==> config.mk <==
export PLATFORM = sky130hd
export DESIGN_NAME = sd_spi_engine_flat
export DESIGN_NICKNAME = d
export VERILOG_FILES = /design/src/rtl/sd_spi_engine_if.sv /design/src/rtl/sd_spi_engine.sv /design/src/flat_wrapper.sv
export SDC_FILE = /design/constraint.sdc
export NUM_CORES = 1
export LEC_CHECK = 0
export ABC_CLOCK_PERIOD_IN_PS = 2400
export BUFFER_PORTS_ARGS = -buffer_cell sky130_fd_sc_hd__buf_4
export CORE_UTILIZATION = 30
export CTS_BUF_LIST = sky130_fd_sc_hd__clkbuf_2
export CTS_CLUSTER_DIAMETER = 100
export CTS_CLUSTER_SIZE = 30
export DETAILED_ROUTE_END_ITERATION = 8
export GPL_TIMING_DRIVEN = 0
export PLACE_DENSITY = 0.57
export SYNTH_ARGS = -nofsm -noshare
export SYNTH_HDL_FRONTEND = slang
export SYNTH_SLANG_ARGS = --single-unit
==> constraint.sdc <==
create_clock -name MHZ48 -period 2.4 [get_ports MHZ48]
set_input_delay 0.12 -clock MHZ48 [delete_from_list [all_inputs] [get_ports MHZ48]]
set_output_delay 0.12 -clock MHZ48 [all_outputs]
set_load 0.03 [all_outputs]
==> src/rtl/sd_spi_engine_if.sv <==
// Bus and SPI pin bundle for sd_spi_engine.
// slave  : the engine itself (CPU register port in, SPI pins out, MISO in).
// master : the host side, i.e. CPU bus plus the card driving MISO.
interface sd_spi_engine_if;
    logic       WSTB;
    logic       RSTB;
    logic [1:0] ADR;
    logic [7:0] DIN;
    logic [7:0] DOUT;
    logic       BUSY;
    logic       nSD0;
    logic       nSD1;
    logic       SCLK;
    logic       MOSI;
    logic       MISO;

    modport slave (
        input  WSTB, RSTB, ADR, DIN, MISO,
        output DOUT, BUSY, nSD0, nSD1, SCLK, MOSI
    );

    modport master (
        output WSTB, RSTB, ADR, DIN, MISO,
        input  DOUT, BUSY, nSD0, nSD1, SCLK, MOSI
    );
endinterface

==> src/rtl/sd_spi_engine.sv <==
// sd_spi_engine: byte-wide SPI mode-0 master for the two SD card slots.
// CPU registers: 0 DATA, 1 CTRL (card selects), 2 DIV (SCLK divider), 3 STATUS.
// One SCLK half-period lasts (div+1) MHZ48 cycles; a byte takes 16*(div+1).
// Optional build macro SD_SPI_AUTOREAD_EN: an idle DATA read also launches
// an 8'hFF transfer so sector reads need one bus access per byte.
module sd_spi_engine #(
    parameter logic [7:0] DIV_RESET = 8'd59,
    parameter logic       IDLE_MOSI = 1'b1
) (
    input  logic           MHZ48,
    input  logic           nRES,
    sd_spi_engine_if.slave bus
);

    typedef enum logic [1:0] {
        IDLE = 2'd0,
        LOW  = 2'd1,
        HIGH = 2'd2
    } state_t;

    localparam logic [1:0] ADR_DATA   = 2'd0;
    localparam logic [1:0] ADR_CTRL   = 2'd1;
    localparam logic [1:0] ADR_DIV    = 2'd2;
    localparam logic [1:0] ADR_STATUS = 2'd3;

    state_t     state_q, state_d;
    logic [7:0] sr_q, sr_d;
    logic [7:0] rx_q, rx_d;
    logic [7:0] div_q, div_d;
    logic [7:0] half_q, half_d;
    logic [2:0] bit_q, bit_d;
    logic       sclk_q, sclk_d;
    logic       mosi_q, mosi_d;
    logic       nsd0_q, nsd0_d;
    logic       nsd1_q, nsd1_d;
    logic       busy_q, busy_d;
    logic       ovr_q, ovr_d;

    logic       wr_data;
    logic       wr_ctrl;
    logic       wr_div;
    logic       rd_status;
    logic       auto_rd;
    logic [7:0] start_byte;
    logic [7:0] dout;

    // Decode the one-cycle bus strobes into register actions.
    always_comb begin
        wr_data   = bus.WSTB && (bus.ADR == ADR_DATA);
        wr_ctrl   = bus.WSTB && (bus.ADR == ADR_CTRL);
        wr_div    = bus.WSTB && (bus.ADR == ADR_DIV);
        rd_status = bus.RSTB && (bus.ADR == ADR_STATUS);
    end

`ifdef SD_SPI_AUTOREAD_EN
    // A DATA read doubles as a "send FF" request; a simultaneous write wins.
    assign auto_rd = bus.RSTB && (bus.ADR == ADR_DATA) && !wr_data;
`else
    assign auto_rd = 1'b0;
`endif

    // Byte loaded into the shifter when a transfer launches.
    assign start_byte = wr_data ? bus.DIN : 8'hFF;

    // Next-state logic for the transfer FSM and the CPU-visible registers.
    always_comb begin
        state_d = state_q;
        sr_d    = sr_q;
        rx_d    = rx_q;
        div_d   = div_q;
        half_d  = half_q;
        bit_d   = bit_q;
        sclk_d  = sclk_q;
        mosi_d  = mosi_q;
        nsd0_d  = nsd0_q;
        nsd1_d  = nsd1_q;
        busy_d  = busy_q;
        ovr_d   = ovr_q;

        // Card selects follow CTRL writes at any time, including mid-byte.
        if (wr_ctrl) begin
            nsd0_d = bus.DIN[0];
            nsd1_d = bus.DIN[1];
        end

        // Reading STATUS clears the overrun flag; a same-cycle overrun below
        // overrides the clear so the event is never lost.
        if (rd_status) begin
            ovr_d = 1'b0;
        end

        case (state_q)
            IDLE: begin
                if (wr_div) begin
                    div_d = bus.DIN;
                end
                if (wr_data || auto_rd) begin
                    sr_d    = start_byte;
                    mosi_d  = start_byte[7];
                    bit_d   = 3'd7;
                    half_d  = div_q;
                    busy_d  = 1'b1;
                    state_d = LOW;
                end
            end

            LOW: begin
                if (wr_data) begin
                    ovr_d = 1'b1;
                end
                if (half_q == 8'd0) begin
                    // Rising SCLK: capture MISO into the freed LSB.
                    sclk_d  = 1'b1;
                    sr_d    = {sr_q[6:0], bus.MISO};
                    half_d  = div_q;
                    state_d = HIGH;
                end else begin
                    half_d = half_q - 8'd1;
                end
            end

            HIGH: begin
                if (wr_data) begin
                    ovr_d = 1'b1;
                end
                if (half_q == 8'd0) begin
                    sclk_d = 1'b0;
                    if (bit_q == 3'd0) begin
                        rx_d    = sr_q;
                        mosi_d  = IDLE_MOSI;
                        busy_d  = 1'b0;
                        state_d = IDLE;
                    end else begin
                        // Falling SCLK: present the next bit, now at sr[7].
                        bit_d   = bit_q - 3'd1;
                        mosi_d  = sr_q[7];
                        half_d  = div_q;
                        state_d = LOW;
                    end
                end else begin
                    half_d = half_q - 8'd1;
                end
            end

            default: begin
                sclk_d  = 1'b0;
                mosi_d  = IDLE_MOSI;
                busy_d  = 1'b0;
                state_d = IDLE;
            end
        endcase
    end

    // Control and status flops; reset aborts any transfer in flight.
    always_ff @(posedge MHZ48) begin
        if (!nRES) begin
            state_q <= IDLE;
            rx_q    <= 8'hFF;
            div_q   <= DIV_RESET;
            half_q  <= 8'd0;
            bit_q   <= 3'd0;
            sclk_q  <= 1'b0;
            mosi_q  <= IDLE_MOSI;
            nsd0_q  <= 1'b1;
            nsd1_q  <= 1'b1;
            busy_q  <= 1'b0;
            ovr_q   <= 1'b0;
        end else begin
            state_q <= state_d;
            rx_q    <= rx_d;
            div_q   <= div_d;
            half_q  <= half_d;
            bit_q   <= bit_d;
            sclk_q  <= sclk_d;
            mosi_q  <= mosi_d;
            nsd0_q  <= nsd0_d;
            nsd1_q  <= nsd1_d;
            busy_q  <= busy_d;
            ovr_q   <= ovr_d;
        end
    end

    // Shift register is pure data; it is always reloaded before use.
    always_ff @(posedge MHZ48) begin
        sr_q <= sr_d;
    end

    // Read mux; combinational from registers so it shows pre-write values.
    always_comb begin
        dout = 8'h00;
        case (bus.ADR)
            ADR_DATA:   dout = rx_q;
            ADR_CTRL:   dout = {6'b0, nsd1_q, nsd0_q};
            ADR_DIV:    dout = div_q;
            ADR_STATUS: dout = {ovr_q, 6'b0, busy_q};
            default:    dout = 8'h00;
        endcase
    end

    assign bus.DOUT = dout;
    assign bus.BUSY = busy_q;
    assign bus.nSD0 = nsd0_q;
    assign bus.nSD1 = nsd1_q;
    assign bus.SCLK = sclk_q;
    assign bus.MOSI = mosi_q;

endmodule

==> src/flat_wrapper.sv <==
// flat-port wrapper written by rule: the top's interface ports become plain ports
module sd_spi_engine_flat 
#(
    parameter logic [7:0] DIV_RESET = 8'd59,
    parameter logic       IDLE_MOSI = 1'b1
)
  (MHZ48, nRES, bus_WSTB, bus_RSTB, bus_ADR, bus_DIN, bus_MISO, bus_DOUT, bus_BUSY, bus_nSD0, bus_nSD1, bus_SCLK, bus_MOSI);
  sd_spi_engine_if bus_i ();
  input  logic MHZ48;
  input  logic nRES;
  input wire logic [$bits(bus_i.WSTB)-1:0] bus_WSTB;
  input wire logic [$bits(bus_i.RSTB)-1:0] bus_RSTB;
  input wire logic [$bits(bus_i.ADR)-1:0] bus_ADR;
  input wire logic [$bits(bus_i.DIN)-1:0] bus_DIN;
  input wire logic [$bits(bus_i.MISO)-1:0] bus_MISO;
  output wire logic [$bits(bus_i.DOUT)-1:0] bus_DOUT;
  output wire logic [$bits(bus_i.BUSY)-1:0] bus_BUSY;
  output wire logic [$bits(bus_i.nSD0)-1:0] bus_nSD0;
  output wire logic [$bits(bus_i.nSD1)-1:0] bus_nSD1;
  output wire logic [$bits(bus_i.SCLK)-1:0] bus_SCLK;
  output wire logic [$bits(bus_i.MOSI)-1:0] bus_MOSI;
  assign bus_i.WSTB = bus_WSTB;
  assign bus_i.RSTB = bus_RSTB;
  assign bus_i.ADR = bus_ADR;
  assign bus_i.DIN = bus_DIN;
  assign bus_i.MISO = bus_MISO;
  assign bus_DOUT = bus_i.DOUT;
  assign bus_BUSY = bus_i.BUSY;
  assign bus_nSD0 = bus_i.nSD0;
  assign bus_nSD1 = bus_i.nSD1;
  assign bus_SCLK = bus_i.SCLK;
  assign bus_MOSI = bus_i.MOSI;
  sd_spi_engine #(.DIV_RESET(DIV_RESET), .IDLE_MOSI(IDLE_MOSI)) u_core (.MHZ48(MHZ48), .nRES(nRES), .bus(bus_i));
endmodule
* Word level (Yosys, flattened, before mapping) *
Cells that the tools add are included.

word-level totals
  output and inout bits = 13
  register bits after elaboration = 43
  bits of input ports = 15
  logic and storage cells = 80

cells by class
  add/subtract/negate cells = 2
  bitwise gates (word level) = 2
  muxes and demuxes = 32
  reduce and logical (&&, ||, !) cells = 21
  eq/ne operators = 11

operator list
  operator               number
  $mux W8                6
  $pmux W8 S4            1
  $pmux W8 S3            1
  $reduce_and A3 Y1      6
  $pmux W8 S2            1
  $mux W1                12
  $mux W3                3
  $pmux W1 S3            3
  $logic_not A8 Y1       1
  $ne A2 B1 Y1 const B   4
  $reduce_and A4 Y1      2
  $sub A8 B1 Y8 const B  1
  $eq A2 B2 Y1 const B   3
  $mux W2                3
  $pmux W2 S3            1
  $pmux W3 S2            1
  $eq A2 B1 Y1 const B   2
  $logic_and A1 B1 Y1    4
  $logic_not A2 Y1       2
  $reduce_bool A2 Y1     2
  $logic_not A3 Y1       1
  $ne A3 B3 Y1 const B   1
  $reduce_bool A3 Y1     1
  $sub A3 B1 Y3 const B  1
  other kinds (4)        5

* Logic depth before layout (Yosys ltp) *
  word-level depth = 5
  depth in mapped cells = 8
  mapped depth without buffers = 6

* Least setup slack after synthesis *
Ideal clock, no wire load.

  kind = flip-flop to flip-flop
  start point = register u_core.half_q[0]
  end point = register u_core.sr_q[0], enable pin
  period minus slack after synthesis = 2.197 ns
  path buffers = 1
  arrival = 1.827 ns
  cell stages (with the launch flop) = 8
  setup slack = 0.203 ns
  path through = dfxtp_1 -> inv_1 -> ha_1 -> or3b_2 -> buf_1 -> nor3_1 -> a21oi_1 -> nor2_1

between the ends
  word-level cells in the longest chain between the ends = 3

RTL lines
  item                                line                  source
  from (decl)                         sd_spi_engine.sv:30   logic [7:0] half_q, half_d;
  from (signal assigned)              sd_spi_engine.sv:172  half_q <= half_d;
  $logic_not A8 Y1                    sd_spi_engine.sv:111  if (half_q == 8'd0) begin
  $ne A2 B1 Y1 (no source line)       --
  $reduce_and A3 Y1 (no source line)  --
  to (signal assigned)                sd_spi_engine.sv:185  sr_q <= sr_d;
  to (decl)                           sd_spi_engine.sv:27   logic [7:0] sr_q, sr_d;

Every way passes these cells.
A chain may end at the register's enable or synchronous reset.

* Final worst setup path *
  start point = register u_core.state_q[1]
  end point = register u_core.sr_q[6], enable pin

between the ends
  word-level cells in the longest chain between the ends = 3
  elaborated cells between the ends (all ways) = 6
  classes of those cells = eq/ne: 3; reduce/logical: 3

RTL lines
  item                                                                 line                  source
  from (decl)                                                          sd_spi_engine.sv:26   state_t state_q, state_d;
  from (signal assigned)                                               sd_spi_engine.sv:169  state_q <= state_d;
  $eq A2 B1 Y1 or $logic_not A2 Y1 (tied branches)                     sd_spi_engine.sv:92   case (state_q)
  $ne A2 B1 Y1 (no source line) or $reduce_bool A2 Y1 (tied branches)  --
  $reduce_and A3 Y1 (no source line) *                                 --

Mark *: on every way between the ends. The rest lies on a longest branch, timed or not.

==> qor.csv <==
metric,value,unit
cts_root_buf,clkbuf_2,
dp_hpwl,4.501,mm
reg2reg_to,u_core.sr_q[6],
diodes,0,
synth_area,2322,µm²
grt_max_degree,15,
status,finished clean,
grt_busiest_layer,met2,
area_growth_syn_to_layout,21.12,%
synth-seq-area-share,40.52,%
ir_drop,358.3,µV
drtIter0Drc,146,
start_util,31.51,%
met1_usage,20.49,%
dr.pass1.iters,4,
postPlaceCellArea,2649,µm²
crit_top_cell,inv_1,
drc,0,
io_pins,28,
leakagePower,0.001168,µW
design_area,2813,µm²
worst_slew_pin_slew,0.7190,ns
worstPathMaxFanout,10,
cp_cell_sequence,inv_1 > ha_1 > clkbuf_1 > inv_1 > nor3_1 > a21oi_1 > nor2_4,
ant_nets,0,
syn_avg_cell_area,8.697,µm²
port_buffers,27,
path_class,reg -> reg,
clk_pin_slew,0.24,ns
hold_violations,0,
grt_overflow,0,
r2r-start,u_core.state_q[1],
crit_required,2.51,ns
setup_viol,0,
end_kind,register,
slew_headroom,51.67,%
skew,0.02105,ns
grt_pass1_wl,10.37,mm
fmax,442.4,MHz
cts_sinks,43,
gp_congestion,0.8458,
clk_latency,0.41,ns
min_to,u_core.ovr_q,
maxCapViolCount,0,
core,7370,µm²
synth_cell_types,52,
antenna_found_initial,0,
async_flop_share,0,%
min_from,bus_ADR[0],
cts_inserted_buffers,5,
wl,6.063,mm
cts_buffer_depth,2,
yosysTopAreaCell,dfxtp_1,
grt_use_met2,26.99,%
grt_pass1_vias,2066,
die_y,89.98,µm
layout_commonest_cell,nand2_1,
cts_tree,built,
synthTopCellsByArea,"dfxtp_1 30%, edfxtp_1 10%, nand2_1 8.6%",
fin_crit_sh,94.19,%
final_nets,334,
num-fill-cells,796,
total_power,3064,µW
synth_top_cell_area_share,30.17,%
synthCells,267,
die-area,8096,µm²
die_w,89.98,µm
drive_gt1_share,17.63,%
min_period,2.260,ns
cp_slowest_cell,clkbuf_1,
critPathMaxStageDelay,0.48,ns
use_met3,2.707,%
rsz0062_at_grt,false,
synth_nets,290,
row_count,31,
htreeDepth,2,
synth.ff_latch_count,43,
worst_hold_path_type,in -> reg,
cp-start-kind,register,
ff2ff_path_depth,7,
final_cell_mix,"53 x nand2_1, 35 x dfxtp_1, 28 x buf_4, 18 x nand3_1",
synthFlopType,dfxtp_1,
wl_per_cell,14.75,µm
grt_util_all_layers,15.73,%
regToRegSetupSlack,0.14,ns
arrival,2.37,ns
holdPathStages,4,
power.density,1089,nW/µm²
synth_edf_count,8,
viasPerCell,5.136,
vias,2111,
synth_warnings,0,
slew_violations,0,
[logic make-up after synthesis]
group | synth area share [%]
adder cells (fa/ha/maj) | 4.311
AO/OA/AOI/OAI | 16.06
flip-flops | 40.52
buffers and inverters | 4.418
AND/OR/NAND/NOR | 24.62
multiplexers | 10.08
[worst max path at each step]
stage / startpoint / to / slack [ns] / cells past startpoint
floorplan: u_core.half_q[0] / u_core.sr_q[0] / 0.20 / 7
global placement: u_core.half_q[0] / u_core.sr_q[3] / -0.22 / 7
detailed placement: u_core.half_q[0] / u_core.sr_q[3] / -0.25 / 7
CTS: u_core.half_q[0] / u_core.half_q[6] / 0.08 / 8
global route: u_core.state_q[1] / u_core.sr_q[6] / 0.01 / 7
finish: u_core.state_q[1] / u_core.sr_q[6] / 0.14 / 7
[worst max-delay path: cells and delay by family (launching register included)]
| kind | cells | cell delay, ns |
|---|---|---|
| flops | 1 | 0.38 |
| simple gates | 2 | 0.54 |
| fa+ha+maj | 1 | 0.17 |
| buf+inv | 3 | 0.79 |
| compound gates | 1 | 0.09 |
[per-stage QoR]
step	utilization [%]	hold slack (ns)	TNS [ns]	instances	worst slack [ns]
after floorplan	-	0.2442	0	267	0.2029
after global placement	35.94	0.3495	-2.006	393	-0.2238
after detailed placement	35.94	0.3480	-1.999	393	-0.2493
after CTS	38.08	0.02229	0	411	0.07662
after global routing	38.17	0.06775	0	411	0.01207
final	38.17	0.09936	0	411	0.1396
[registers in the layout, indices dropped and copies added, names as in the netlist]
signal           count
u_core.bus.MOSI      1
u_core.state_q       2
u_core.ovr_q         1
u_core.bus.SCLK      1
u_core.sr_q          8
u_core.div_q         8
u_core.bit_q         3
u_core.half_q        8
u_core.bus.BUSY      1
u_core.bus.nSD1      1
u_core.bus.nSD0      1
u_core.rx_q          8
[report_power, final]
| part | switching, µW | internal [µW] |
|---|---|---|
| Clock | 255 | 70.4 |
| Combinational | 1020 | 653 |
| Sequential | 131 | 938 |
[layout make-up]
| type | count | area (µm²) | area share (%) |
|---|---|---|---|
| Timing Repair Buffer | 38 | 312.8 | 11.12 |
| Clock buffer | 5 | 25.02 | 0.8897 |
| Tap cell | 99 | 123.9 | 4.404 |
| Inverter | 9 | 33.78 | 1.201 |
| Multi-Input combinational cell | 200 | 1291 | 45.91 |
| Clock inverter | 3 | 20.02 | 0.7117 |
| Buffer | 14 | 65.06 | 2.313 |
| Sequential cell | 43 | 940.9 | 33.45 |
[layer usage]
metal | wire [µm] | part of all wire (%)
met1 | 2831 | 47
met2 | 2986 | 49
met4 | 38 | 0.63
met3 | 207 | 3.4
met5 | 0 | 0
[cells in the mapped netlist (all sizes together) (2+ instances only)]
| cell type | count |
|---|---|
| a21oi | 13 |
| o31a | 2 |
| nand4 | 4 |
| nand3b | 2 |
| a21boi | 2 |
| o32ai | 4 |
| dfxtp | 35 |
| mux2 | 9 |
| or3b | 2 |
| a32oi | 3 |
| a31oi | 2 |
| nor2 | 14 |
| o211a | 3 |
| nand2 | 53 |
| and3 | 4 |
| nor4 | 2 |
| nand3 | 18 |
| inv | 9 |
| buf | 5 |
| and2 | 3 |
| edfxtp | 8 |
| ha | 8 |
| clkbuf | 10 |
| o211ai | 2 |
| or4 | 2 |
| o21ai | 8 |
| o22ai | 4 |
| nor2b | 3 |
| nand2b | 2 |
| nor3 | 5 |
| a211oi | 5 |
| mux2i | 11 |
[timing repair]
item,in CTS,in global routing
hold buffers,10,1
resized for setup,3,0
endpoints found under the hold margin,17,2
setup buffers,0,0
pin swaps,0,2
setup endpoints to repair,14,18
Power figures use the tool's default switching activity.
